===== config.mk =====
export PLATFORM = sky130hd
export DESIGN_NAME = encoder_move_ctrl_flat
export DESIGN_NICKNAME = d
export VERILOG_FILES = /design/src/rtl/encoder_move_ctrl_pkg.sv /design/src/rtl/encoder_move_ctrl_if.sv /design/src/rtl/encoder_move_ctrl_stall_monitor.sv /design/src/rtl/encoder_move_ctrl.sv /design/src/flat_wrapper.sv
export SDC_FILE = /design/constraint.sdc
export NUM_CORES = 1
export LEC_CHECK = 0
export CORE_ASPECT_RATIO = 1.5
export CORE_MARGIN = 4
export CORE_UTILIZATION = 40
export CTS_BUF_LIST = sky130_fd_sc_hd__clkbuf_4
export CTS_CLUSTER_SIZE = 25
export DETAILED_ROUTE_END_ITERATION = 8
export HOLD_SLACK_MARGIN = 0.06
export PLACE_DENSITY = 0.61
export SLEW_MARGIN = 40
export SYNTH_ARGS = -nofsm -noshare
export SYNTH_HDL_FRONTEND = slang
export SYNTH_SLANG_ARGS = --single-unit

===== constraint.sdc =====
create_clock -name clk -period 4.5 [get_ports clk]
set_clock_uncertainty 0.2 [all_clocks]
set_input_delay 0.9 -clock clk [delete_from_list [all_inputs] [get_ports clk]]
set_output_delay 0.9 -clock clk [all_outputs]
set_load 0.03 [all_outputs]

===== src/rtl/encoder_move_ctrl_pkg.sv =====
// Shared FSM encoding and default tuning values for the axis position sequencer.
package encoder_move_ctrl_pkg;

    localparam logic [2:0] ST_IDLE        = 3'd0;
    localparam logic [2:0] ST_HOME_SEEK   = 3'd1;
    localparam logic [2:0] ST_HOME_SETTLE = 3'd2;
    localparam logic [2:0] ST_MOVE        = 3'd3;
    localparam logic [2:0] ST_SETTLE      = 3'd4;
    localparam logic [2:0] ST_FAULT       = 3'd5;

    localparam int DEF_DEADBAND      = 1;
    localparam int DEF_SETTLE_CYCLES = 4;
    localparam int DEF_STALL_CYCLES  = 16;

    // SETTLE -> MOVE re-entries tolerated per command before declaring a fault
    localparam int MAX_REENTRIES = 3;

endpackage


===== src/rtl/encoder_move_ctrl_if.sv =====
// Command, decoder and motor-pin bundle for one axis; slave = sequencer side.
interface encoder_move_ctrl_if #(
    parameter int width = 8
);
    logic [width-1:0] count;
    logic             home_sw;
    logic             cmd_home;
    logic             cmd_move;
    logic [width-1:0] target;
    logic             abort;
    logic             motor_en;
    logic             motor_dir;
    logic [width-1:0] position;
    logic             busy;
    logic             done;
    logic             homed;
    logic             fault;

    modport slave (
        input  count, home_sw, cmd_home, cmd_move, target, abort,
        output motor_en, motor_dir, position, busy, done, homed, fault
    );

    modport master (
        output count, home_sw, cmd_home, cmd_move, target, abort,
        input  motor_en, motor_dir, position, busy, done, homed, fault
    );
endinterface


===== src/rtl/encoder_move_ctrl_stall_monitor.sv =====
// Flags a stalled axis: count unchanged for STALL_CYCLES clocks while driving.
// stall is asserted in the cycle whose clock edge brings the counter to STALL_CYCLES.
module stall_monitor
    import encoder_move_ctrl_pkg::*;
#(
    parameter int width        = 8,
    parameter int STALL_CYCLES = DEF_STALL_CYCLES
) (
    input  logic             clk,
    input  logic             rst_n,
    input  logic [width-1:0] count,
    input  logic             motor_en,
    output logic             stall
);
    localparam int CW = $clog2(STALL_CYCLES + 1);

    logic [width-1:0] prev_count;
    logic [CW-1:0]    idle_cnt;
    logic             changed;

    assign changed = (count != prev_count);

    always_ff @(posedge clk) begin
        if (!rst_n) begin
            prev_count <= '0;
            idle_cnt   <= '0;
        end else begin
            prev_count <= count;
            if (changed || !motor_en)
                idle_cnt <= '0;
            else if (idle_cnt != CW'(STALL_CYCLES))
                idle_cnt <= idle_cnt + CW'(1);
        end
    end

    assign stall = motor_en && !changed && (idle_cnt >= CW'(STALL_CYCLES - 1));

endmodule


===== src/rtl/encoder_move_ctrl.sv =====
// Single-axis sequencer: homes against a switch, then drives motor_en/motor_dir to a target.
// Decoder count is never cleared; position is count minus a latched software offset.
module encoder_move_ctrl
    import encoder_move_ctrl_pkg::*;
#(
    parameter int width         = 8,
    parameter int DEADBAND      = DEF_DEADBAND,
    parameter int STALL_CYCLES  = DEF_STALL_CYCLES,
    parameter int SETTLE_CYCLES = DEF_SETTLE_CYCLES
) (
    input  logic               clk,
    input  logic               rst_n,
    encoder_move_ctrl_if.slave bus
);
    localparam int              SW          = $clog2(SETTLE_CYCLES + 1);
    localparam logic [SW-1:0]   SETTLE_LAST = SW'(SETTLE_CYCLES - 1);
    localparam logic [1:0]      RETRY_MAX   = 2'(MAX_REENTRIES);
    localparam logic [width:0]  BAND        = (width + 1)'(DEADBAND);

    logic [2:0]       state, state_n;
    logic             sw_meta, sw_sync;
    logic [width-1:0] home_offset, offset_n;
    logic [width-1:0] target_q, target_n;
    logic [width-1:0] position;
    logic [SW-1:0]    settle_cnt, settle_n;
    logic [1:0]       retry, retry_n;
    logic             motor_en, motor_dir, done, busy, homed, fault;
    logic             en_n, dir_n, done_n, homed_n, fault_n;
    logic             stall;

    logic [width-1:0] d_move, d_cmd;
    logic             band_move, band_cmd, up_move, up_cmd;

    // |d| needs one extra bit so the most negative distance does not alias to itself
    function automatic logic [width:0] magnitude(input logic [width-1:0] d);
        logic [width:0] e;
        e = {d[width-1], d};
        return e[width] ? -e : e;
    endfunction

    assign position  = bus.count - home_offset;
    assign d_move    = target_q - position;
    assign d_cmd     = bus.target - position;
    assign band_move = (magnitude(d_move) <= BAND);
    assign band_cmd  = (magnitude(d_cmd) <= BAND);
    assign up_move   = !d_move[width-1] && (d_move != '0);
    assign up_cmd    = !d_cmd[width-1] && (d_cmd != '0);

    stall_monitor #(
        .width        (width),
        .STALL_CYCLES (STALL_CYCLES)
    ) u_stall (
        .clk      (clk),
        .rst_n    (rst_n),
        .count    (bus.count),
        .motor_en (motor_en),
        .stall    (stall)
    );

    always_comb begin
        state_n  = state;
        en_n     = 1'b0;
        dir_n    = motor_dir;
        done_n   = 1'b0;
        homed_n  = homed;
        fault_n  = fault;
        offset_n = home_offset;
        target_n = target_q;
        settle_n = '0;
        retry_n  = retry;

        if (bus.abort) begin
            state_n = ST_IDLE;
        end else if (stall) begin
            state_n = ST_FAULT;
            fault_n = 1'b1;
        end else begin
            case (state)
                ST_IDLE, ST_FAULT: begin
                    if (bus.cmd_home) begin
                        state_n = ST_HOME_SEEK;
                        en_n    = 1'b1;
                        dir_n   = 1'b0;
                        fault_n = 1'b0;
                    end else if (bus.cmd_move) begin
                        if (homed) begin
                            target_n = bus.target;
                            fault_n  = 1'b0;
                            retry_n  = '0;
                            if (band_cmd) begin
                                state_n = ST_IDLE;
                                done_n  = 1'b1;
                            end else begin
                                state_n = ST_MOVE;
                                en_n    = 1'b1;
                                dir_n   = up_cmd;
                            end
                        end else begin
                            state_n = ST_FAULT;
                            fault_n = 1'b1;
                        end
                    end
                end
                ST_HOME_SEEK: begin
                    dir_n = 1'b0;
                    if (sw_sync) state_n = ST_HOME_SETTLE;
                    else         en_n    = 1'b1;
                end
                ST_HOME_SETTLE: begin
                    if (settle_cnt == SETTLE_LAST) begin
                        offset_n = bus.count;
                        homed_n  = 1'b1;
                        done_n   = 1'b1;
                        state_n  = ST_IDLE;
                    end else begin
                        settle_n = settle_cnt + SW'(1);
                    end
                end
                ST_MOVE: begin
                    if (band_move) begin
                        state_n = ST_SETTLE;
                    end else begin
                        en_n  = 1'b1;
                        dir_n = up_move;
                    end
                end
                ST_SETTLE: begin
                    if (settle_cnt != SETTLE_LAST) begin
                        settle_n = settle_cnt + SW'(1);
                    end else if (band_move) begin
                        done_n  = 1'b1;
                        state_n = ST_IDLE;
                    end else if (retry == RETRY_MAX) begin
                        fault_n = 1'b1;
                        state_n = ST_FAULT;
                    end else begin
                        retry_n = retry + 2'd1;
                        state_n = ST_MOVE;
                        en_n    = 1'b1;
                        dir_n   = up_move;
                    end
                end
                default: state_n = ST_IDLE;
            endcase
        end
    end

    always_ff @(posedge clk) begin
        if (!rst_n) begin
            state       <= ST_IDLE;
            sw_meta     <= 1'b0;
            sw_sync     <= 1'b0;
            home_offset <= '0;
            target_q    <= '0;
            settle_cnt  <= '0;
            retry       <= '0;
            motor_en    <= 1'b0;
            motor_dir   <= 1'b0;
            done        <= 1'b0;
            busy        <= 1'b0;
            homed       <= 1'b0;
            fault       <= 1'b0;
        end else begin
            sw_meta     <= bus.home_sw;
            sw_sync     <= sw_meta;
            state       <= state_n;
            home_offset <= offset_n;
            target_q    <= target_n;
            settle_cnt  <= settle_n;
            retry       <= retry_n;
            motor_en    <= en_n;
            motor_dir   <= dir_n;
            done        <= done_n;
            busy        <= (state_n != ST_IDLE) && (state_n != ST_FAULT);
            homed       <= homed_n;
            fault       <= fault_n;
        end
    end

    assign bus.position  = position;
    assign bus.motor_en  = motor_en;
    assign bus.motor_dir = motor_dir;
    assign bus.done      = done;
    assign bus.busy      = busy;
    assign bus.homed     = homed;
    assign bus.fault     = fault;

endmodule


===== src/flat_wrapper.sv =====
// flat-port wrapper written by rule: the top's interface ports become plain ports
module encoder_move_ctrl_flat import encoder_move_ctrl_pkg::*;
#(
    parameter int width         = 8,
    parameter int DEADBAND      = DEF_DEADBAND,
    parameter int STALL_CYCLES  = DEF_STALL_CYCLES,
    parameter int SETTLE_CYCLES = DEF_SETTLE_CYCLES
)
  (clk, rst_n, bus_count, bus_home_sw, bus_cmd_home, bus_cmd_move, bus_target, bus_abort, bus_motor_en, bus_motor_dir, bus_position, bus_busy, bus_done, bus_homed, bus_fault);
  encoder_move_ctrl_if #(.width(width)) bus_i ();
  input  logic clk;
  input  logic rst_n;
  input wire logic [$bits(bus_i.count)-1:0] bus_count;
  input wire logic [$bits(bus_i.home_sw)-1:0] bus_home_sw;
  input wire logic [$bits(bus_i.cmd_home)-1:0] bus_cmd_home;
  input wire logic [$bits(bus_i.cmd_move)-1:0] bus_cmd_move;
  input wire logic [$bits(bus_i.target)-1:0] bus_target;
  input wire logic [$bits(bus_i.abort)-1:0] bus_abort;
  output wire logic [$bits(bus_i.motor_en)-1:0] bus_motor_en;
  output wire logic [$bits(bus_i.motor_dir)-1:0] bus_motor_dir;
  output wire logic [$bits(bus_i.position)-1:0] bus_position;
  output wire logic [$bits(bus_i.busy)-1:0] bus_busy;
  output wire logic [$bits(bus_i.done)-1:0] bus_done;
  output wire logic [$bits(bus_i.homed)-1:0] bus_homed;
  output wire logic [$bits(bus_i.fault)-1:0] bus_fault;
  assign bus_i.count = bus_count;
  assign bus_i.home_sw = bus_home_sw;
  assign bus_i.cmd_home = bus_cmd_home;
  assign bus_i.cmd_move = bus_cmd_move;
  assign bus_i.target = bus_target;
  assign bus_i.abort = bus_abort;
  assign bus_motor_en = bus_i.motor_en;
  assign bus_motor_dir = bus_i.motor_dir;
  assign bus_position = bus_i.position;
  assign bus_busy = bus_i.busy;
  assign bus_done = bus_i.done;
  assign bus_homed = bus_i.homed;
  assign bus_fault = bus_i.fault;
  encoder_move_ctrl #(.width(width), .DEADBAND(DEADBAND), .STALL_CYCLES(STALL_CYCLES), .SETTLE_CYCLES(SETTLE_CYCLES)) u_core (.clk(clk), .rst_n(rst_n), .bus(bus_i));
endmodule

# After elaboration in Yosys (flattened, before gate mapping)
# Cells that the tools add are included.
[classes]
addsub = 8
order_cmp = 3
eq_ne = 25
muxes = 60
bitwise = 4
reduce_logical = 25
[ops]
columns = ["cell", "n"]
rows = [
  ["$mux W3", 13],
  ["$mux W1", 31],
  ["$sub A8 B8 Y8", 3],
  ["$le A9 B1 Y1 const B", 2],
  ["$mux W9", 2],
  ["$neg A9 Y9", 2],
  ["$reduce_bool A8 Y1", 2],
  ["$pmux W3 S5", 1],
  ["$mux W2", 7],
  ["$ne A2 B2 Y1 const B", 6],
  ["$ne A3 B2 Y1 const B", 4],
  ["$reduce_and A6 Y1", 2],
  ["$reduce_and A10 Y1", 1],
  ["$eq A3 B2 Y1 const B", 3],
  ["$ne A3 B3 Y1 const B", 3],
  ["$reduce_and A9 Y1", 1],
  ["$ne A8 B8 Y1", 1],
  ["$pmux W1 S4", 2],
  ["$eq A3 B3 Y1 const B", 2],
  ["$pmux W3 S2", 1],
  ["$reduce_bool A3 Y1", 2],
  ["$add A5 B1 Y5 const B", 1],
  ["$ge A5 B4 Y1 const B", 1],
  ["$logic_and A1 B1 Y1", 5],
  ["20 further kinds", 27],
]
[word_totals]
ff_bits = 45
input_bits = 22
output_inout_bits = 14
wordCells = 140

# Depth between registers and ports, before layout
[logic_depth]
depth_word = 14
mapped_depth = 22
depth_no_buf = 21

# Modules after synthesis
# From an unflattened synthesis, not the netlist that was laid out.
[unflattened]
cells_unflattened = 445
area_unflattened_um2 = 3743.6
[by_module_without_submodules]
columns = ["module", "n_inst", "cells_each", "area_per_inst_um2"]
rows = [
  ["encoder_move_ctrl", 1, 384, 3153.0],
  ["stall_monitor", 1, 61, 590.6],
]

# Least setup slack after synthesis
# OpenSTA, ideal clock, no wires.
[synth_path]
path_kind = "in2reg"
startpoint = "in bus_count[0]"
endpoint = "reg u_core.busy, in the netlist u_core.bus.busy"
setup_time_ns = 0.124
t_arrival_ns = 4.841
required_time_ns = 4.176
slack_ns = -0.665
stages = 17
n_path_buf = 0
cell_sequence = "inv_1 -> ha_1 -> inv_1 -> fa_1 -> xor2_1 -> inv_1 -> ha_1 -> a21oi_1 -> maj3_2 -> a211o_1 -> a211o_1 -> a2111oi_2 -> mux2_4 -> and2_4 -> mux2_4 -> xor2_1 -> o22ai_1"
[synth_via]
elab_chain_len = 14
[synth_lines]
columns = ["element", "line_no", "text"]
rows = [
  ["from (decl)", "flat_wrapper.sv:13", "input wire logic [$bits(bus_i.count)-1:0] bus_count;"],
  ["$sub A8 B8 Y8 *", "encoder_move_ctrl.sv:41", "assign position = bus.count - home_offset;"],
  ["via bus_position[2]", "flat_wrapper.sv:21", "output wire logic [$bits(bus_i.position)-1:0] bus_position;"],
  ["$sub A8 B8 Y8", "encoder_move_ctrl.sv:43", "assign d_cmd = bus.target - position;"],
  ["$neg A9 Y9", "encoder_move_ctrl.sv:38", "return e[width] ? -e : e;"],
  ["$mux W9", "encoder_move_ctrl.sv:38", ""],
  ["$le A9 B1 Y1", "encoder_move_ctrl.sv:45", "assign band_cmd = (magnitude(d_cmd) <= BAND);"],
  ["$mux W2", "encoder_move_ctrl.sv:90", "if (band_cmd) begin"],
  ["$mux W3", "encoder_move_ctrl.sv:86", "if (homed) begin"],
  ["$mux W3", "encoder_move_ctrl.sv:85", "end else if (bus.cmd_move) begin"],
  ["$mux W3", "encoder_move_ctrl.sv:80", "if (bus.cmd_home) begin"],
  ["$pmux W3 S5 *", "encoder_move_ctrl.sv:78", "case (state)"],
  ["$mux W3 *", "encoder_move_ctrl.sv:74", "end else if (stall) begin"],
  ["$mux W3 *", "encoder_move_ctrl.sv:72", "if (bus.abort) begin"],
  ["$ne A3 B3 Y1 / $reduce_bool A3 Y1 (equally long branches)", "encoder_move_ctrl.sv:174", "busy <= (state_n != ST_IDLE) && (state_n != ST_FAULT);"],
  ["$logic_and A1 B1 Y1 *", "encoder_move_ctrl.sv:174", ""],
  ["to (signal assigned)", "encoder_move_ctrl.sv:174", ""],
  ["to (decl)", "encoder_move_ctrl.sv:27", "logic motor_en, motor_dir, done, busy, homed, fault;"],
]
# The timed path passes the listed nets; every way through them passes the cells marked *.
# A chain may end at the register's enable or synchronous reset.

# Worst setup path in the final report
[layout_path]
startpoint = "in bus_count[1]"
endpoint = "reg u_core.motor_en, in the netlist u_core.bus.motor_en"
[layout_via]
elab_chain_len = 10
[layout_lines]
columns = ["element", "line_no", "text"]
rows = [
  ["$sub A8 B8 Y8", "encoder_move_ctrl.sv:41", ""],
  ["$sub A8 B8 Y8", "encoder_move_ctrl.sv:43", ""],
  ["$neg A9 Y9", "encoder_move_ctrl.sv:38", ""],
  ["$mux W9", "encoder_move_ctrl.sv:38", ""],
  ["$le A9 B1 Y1", "encoder_move_ctrl.sv:45", ""],
  ["$mux W1", "encoder_move_ctrl.sv:90", ""],
  ["$mux W1", "encoder_move_ctrl.sv:86", ""],
  ["$mux W1", "encoder_move_ctrl.sv:85", ""],
  ["$mux W1", "encoder_move_ctrl.sv:80", ""],
  ["$pmux W1 S4", "encoder_move_ctrl.sv:78", ""],
  ["to (signal assigned)", "encoder_move_ctrl.sv:171", "motor_en <= en_n;"],
  ["to (decl)", "encoder_move_ctrl.sv:27", ""],
]
# Several ways; a longest one is shown, not always the timed one.

==> flow_metrics.tcl <==
set metrics [dict create \
    portBuffers 35 \
    worstSetupStartpointType "input port" \
    yosys_register_bits 45 \
    dieWidth_um 84.7 \
    coreArea_um2 8520 \
    clkLatencyLatePin_ns 0.39 \
    hold_depth 1 \
    gp_congestion 0.932 \
    rows 41 \
    worst_pin_slew_ns 0.653 \
    combinationalPowerShare_pct 42.1 \
    syn_nets 472 \
    nNetsFinal 586 \
    required_ns 4.60 \
    power.total_uw 1100 \
    grt_max_degree 25 \
    pwr_density_cell_nw_per_um2 220 \
    maxCapViolations 0 \
    dp_hpwl_mm 7.61 \
    ys_seq_area_share_pct 25.5 \
    async_flop_share_pct 0 \
    ir_worst_vdd_mv 0.134 \
    period_share_pct 97.1 \
    cp.arrival_ns 4.47 \
    drc 0 \
    r2r_end "u_core.bus.busy" \
    drive_above_1_share_pct 30.4 \
    first_iter_violations 99 \
    place_inst 630 \
    crit_top_cell "buf_4" \
    wire_per_inst_um 14.9 \
    cts_tree "yes" \
    ant_nets 0 \
    worstRegToRegCells 18 \
    postCtsHoldBufs 0 \
    power_frac_seq_pct 37.8 \
    globalRouteOverflowTotal 0 \
    status "complete, no violations" \
    r2r-start "u_core.home_offset[0]" \
    setup_viol_count_final 0 \
    synthCells 425 \
    crit_family "buffers and inverters" \
    maxSlewHeadroom_pct 56.3 \
    internal_power_uw 707 \
    critPathCaptureType "register" \
    p_leak_uw 0.00210 \
    synth_edf_count 0 \
    route.vias.total 3450 \
    antenna_found_initial 1 \
    drt-total-wl_mm 9.63 \
    finalHoldViolations 0 \
    synth_ff_type "dfxtp_1" \
    critPathMaxStageDelay_ns 0.42 \
    hold_end "u_core.settle_cnt[0]" \
    dr.pass1.iters 4 \
    path_max_fanout 4 \
    worst_slack_ns 0.129 \
    htreeDepth 2 \
    p_clk_share_pct 20.1 \
    p_sw_share_pct 35.5 \
    path_cells "dlygate4sd2_1, buf_4, ha_1, nand2b_1, o2bb2ai_4, xor2_4, buf_4, buf_4, buf_4, maj3_2, buf_4, mux2i_1, a21oi_1, a2111oi_2, mux2_4, a221o_1, o211ai_4, nor2b_4, and2_1" \
    crit_buf_inv 6 \
    clk_path_buf_depth 2 \
    syn_area_um2 3530 \
    synth.avg_cell_area_um2 8.30 \
    grt.total_usage_pct 19.3 \
    netSwitchingPower_uw 390 \
    grt_pass1_vias 3503 \
    ys_warn_count 0 \
    slew_viol_final 0 \
    clock.fmax_mhz 229 \
    grt_pass1_wl_mm 16.3 \
    cts_buffers 5 \
    start_util_pct 41.4 \
    area_growth_pct 41.1 \
    vias_per_cell 5.32 \
    worstHoldStart "u_core.settle_cnt[0]" \
    critPathKind "in -> reg" \
    regToRegSetupSlack_ns 0.40 \
    hold_path.class "reg -> reg" \
    ys_types 71 \
    final_util_pct 58.4 \
    ctsRootBufferMaster "clkbuf_4" \
    die_h_um 123 \
    clock-sinks 45 \
    fin_cells 648 \
    period_needed_ns 4.37 \
    die_area_um2 10400 \
    io_pins 36 \
    clk_pin_slew_ns 0.15 \
    pre_cts_slack_ns -0.757 \
    slowest_stage "a2111oi_2" \
]
## cells in the mapped netlist, types with 6 or more instances
cell type,n,area share [%]
mux2i_1,18,5.1
o21ai_0,15,2.1
ha_1,22,7.8
nand2_1,19,2.0
nor2_1,34,3.6
xnor2_1,21,5.2
and2_1,14,2.5
a21oi_1,29,4.1
clkbuf_1,10,1.1
xor2_1,14,3.5
a211oi_1,6,1.3
nand3_1,8,1.1
nor3_1,14,2.0
nor2b_1,22,3.9
inv_1,37,3.9
dfxtp_1,45,26
## area by class of cell
cell class	instances	area, um^2
well taps	107	134
clock inverters	3	25.0
multi-input cells	331	2750
diodes	1	2.50
fillers	818	3540
inverters	38	160
flip-flops and latches	45	901
repair buffers	118	965
clock buffers	5	37.5
## cells in the final DEF (no fill, tap or decap), types with 4 or more instances in the layout
| cell type | n |
|---|---|
| nor2b_1 | 21 |
| inv_1 | 31 |
| mux2i_1 | 18 |
| nor2_1 | 33 |
| o21ai_1 | 4 |
| buf_4 | 87 |
| nor3_1 | 13 |
| and3_1 | 5 |
| a21boi_0 | 4 |
| ha_1 | 14 |
| nand2b_1 | 5 |
| dfxtp_1 | 45 |
| clkdlybuf4s50_1 | 27 |
| a21oi_1 | 21 |
| ha_4 | 5 |
| xnor2_1 | 19 |
| xor2_1 | 11 |
| a21o_1 | 4 |
| a21oi_2 | 5 |
| o21ai_0 | 11 |
| clkbuf_4 | 5 |
| a211oi_2 | 4 |
| nand2_1 | 18 |
| and2_1 | 14 |
| nand3_1 | 7 |
| inv_2 | 4 |
## power groups by stage
| stage | combinational (uW) | sequential [uW] | clock, uW |
|---|---|---|---|
| floorplan | 238 | 426 | 0 |
| global placement | 418 | 423 | 0 |
| detailed placement | 424 | 423 | 0 |
| CTS | 436 | 415 | 230 |
| global route | 504 | 416 | 239 |
| finish | 462 | 414 | 221 |
## cells by family after synthesis
group / synth area share (%)
xor+xnor: 10.8
mux: 6.28
flops: 25.5
compound gates: 19.9
buf+inv: 5.32
fa+ha+maj: 10.1
simple gates: 22.0
## worst register-to-register path, cell delays in order, from the launching register on
cell and delay (ns):
dfxtp_1 0.41, ha_4 0.15, inv_2 0.04, fa_2 0.45, nand3_4 0.11, a21oi_4 0.06
o21ai_1 0.13, nand2b_1 0.13, xor2_4 0.19, inv_4 0.07, ha_4 0.26, a211o_1 0.30
a211o_1 0.31, a2111oi_4 0.28, mux2_4 0.22, and2_4 0.16, mux2_4 0.33, xor2_2 0.14
o22ai_1 0.10
## how the worst max path moves through the flow
stage / end / slack [ns] / depth (start not counted) / startpoint
after floorplan: u_core.bus.busy / -0.1 / 19 / bus_count[0]
after global placement: u_core.bus.busy / -0.69 / 19 / bus_count[0]
after detailed placement: u_core.bus.fault / -0.76 / 19 / bus_count[0]
after CTS: u_core.bus.busy / 0.001 / 17 / bus_count[2]
after global routing: u_core.bus.motor_en / -0.04 / 19 / bus_count[1]
final: u_core.bus.motor_en / 0.13 / 19 / bus_count[1]
## metrics by stage
step	hold WS, ns	TNS (ns)	cell area, um^2
2_1_floorplan	0.208	-0.162	3670
3_3_place_gp	0.219	-6.12	4660
3_5_place_dp	0.227	-6.53	4660
4_1_cts	0.246	0	4810
5_1_grt	0.268	-0.0860	4980
6_report	0.241	0	4980
## per-layer routing
layer | wire, um | vias to the layer above | global-route usage (%)
li1 | - | 1727 | -
met1 | 3730 | 1614 | 21.5
met2 | 5180 | 87 | 36.5
met3 | 418 | 22 | 3.07
met4 | 297 | 0 | 7.33
met5 | 0 | - | 0
## state kept, by name, indices dropped and copies added (netlist names), 2 cells and up
register and cells:
u_core.home_offset 8, u_core.retry 2, u_core.settle_cnt 3, u_core.state 3, u_core.target_q 8, u_core.u_stall.idle_cnt 5, u_core.u_stall.prev_count 8
## what timing repair did
| action | in CTS | in global routing |
|---|---|---|
| setup buffers | 5 | 5 |
| pin swaps | 13 | 17 |
| endpoints found under the setup margin | 10 | 11 |
| endpoints found under the hold margin | 0 | 0 |
| resized for setup | 18 | 35 |
No activity file was read; power rests on OpenSTA's default activity.
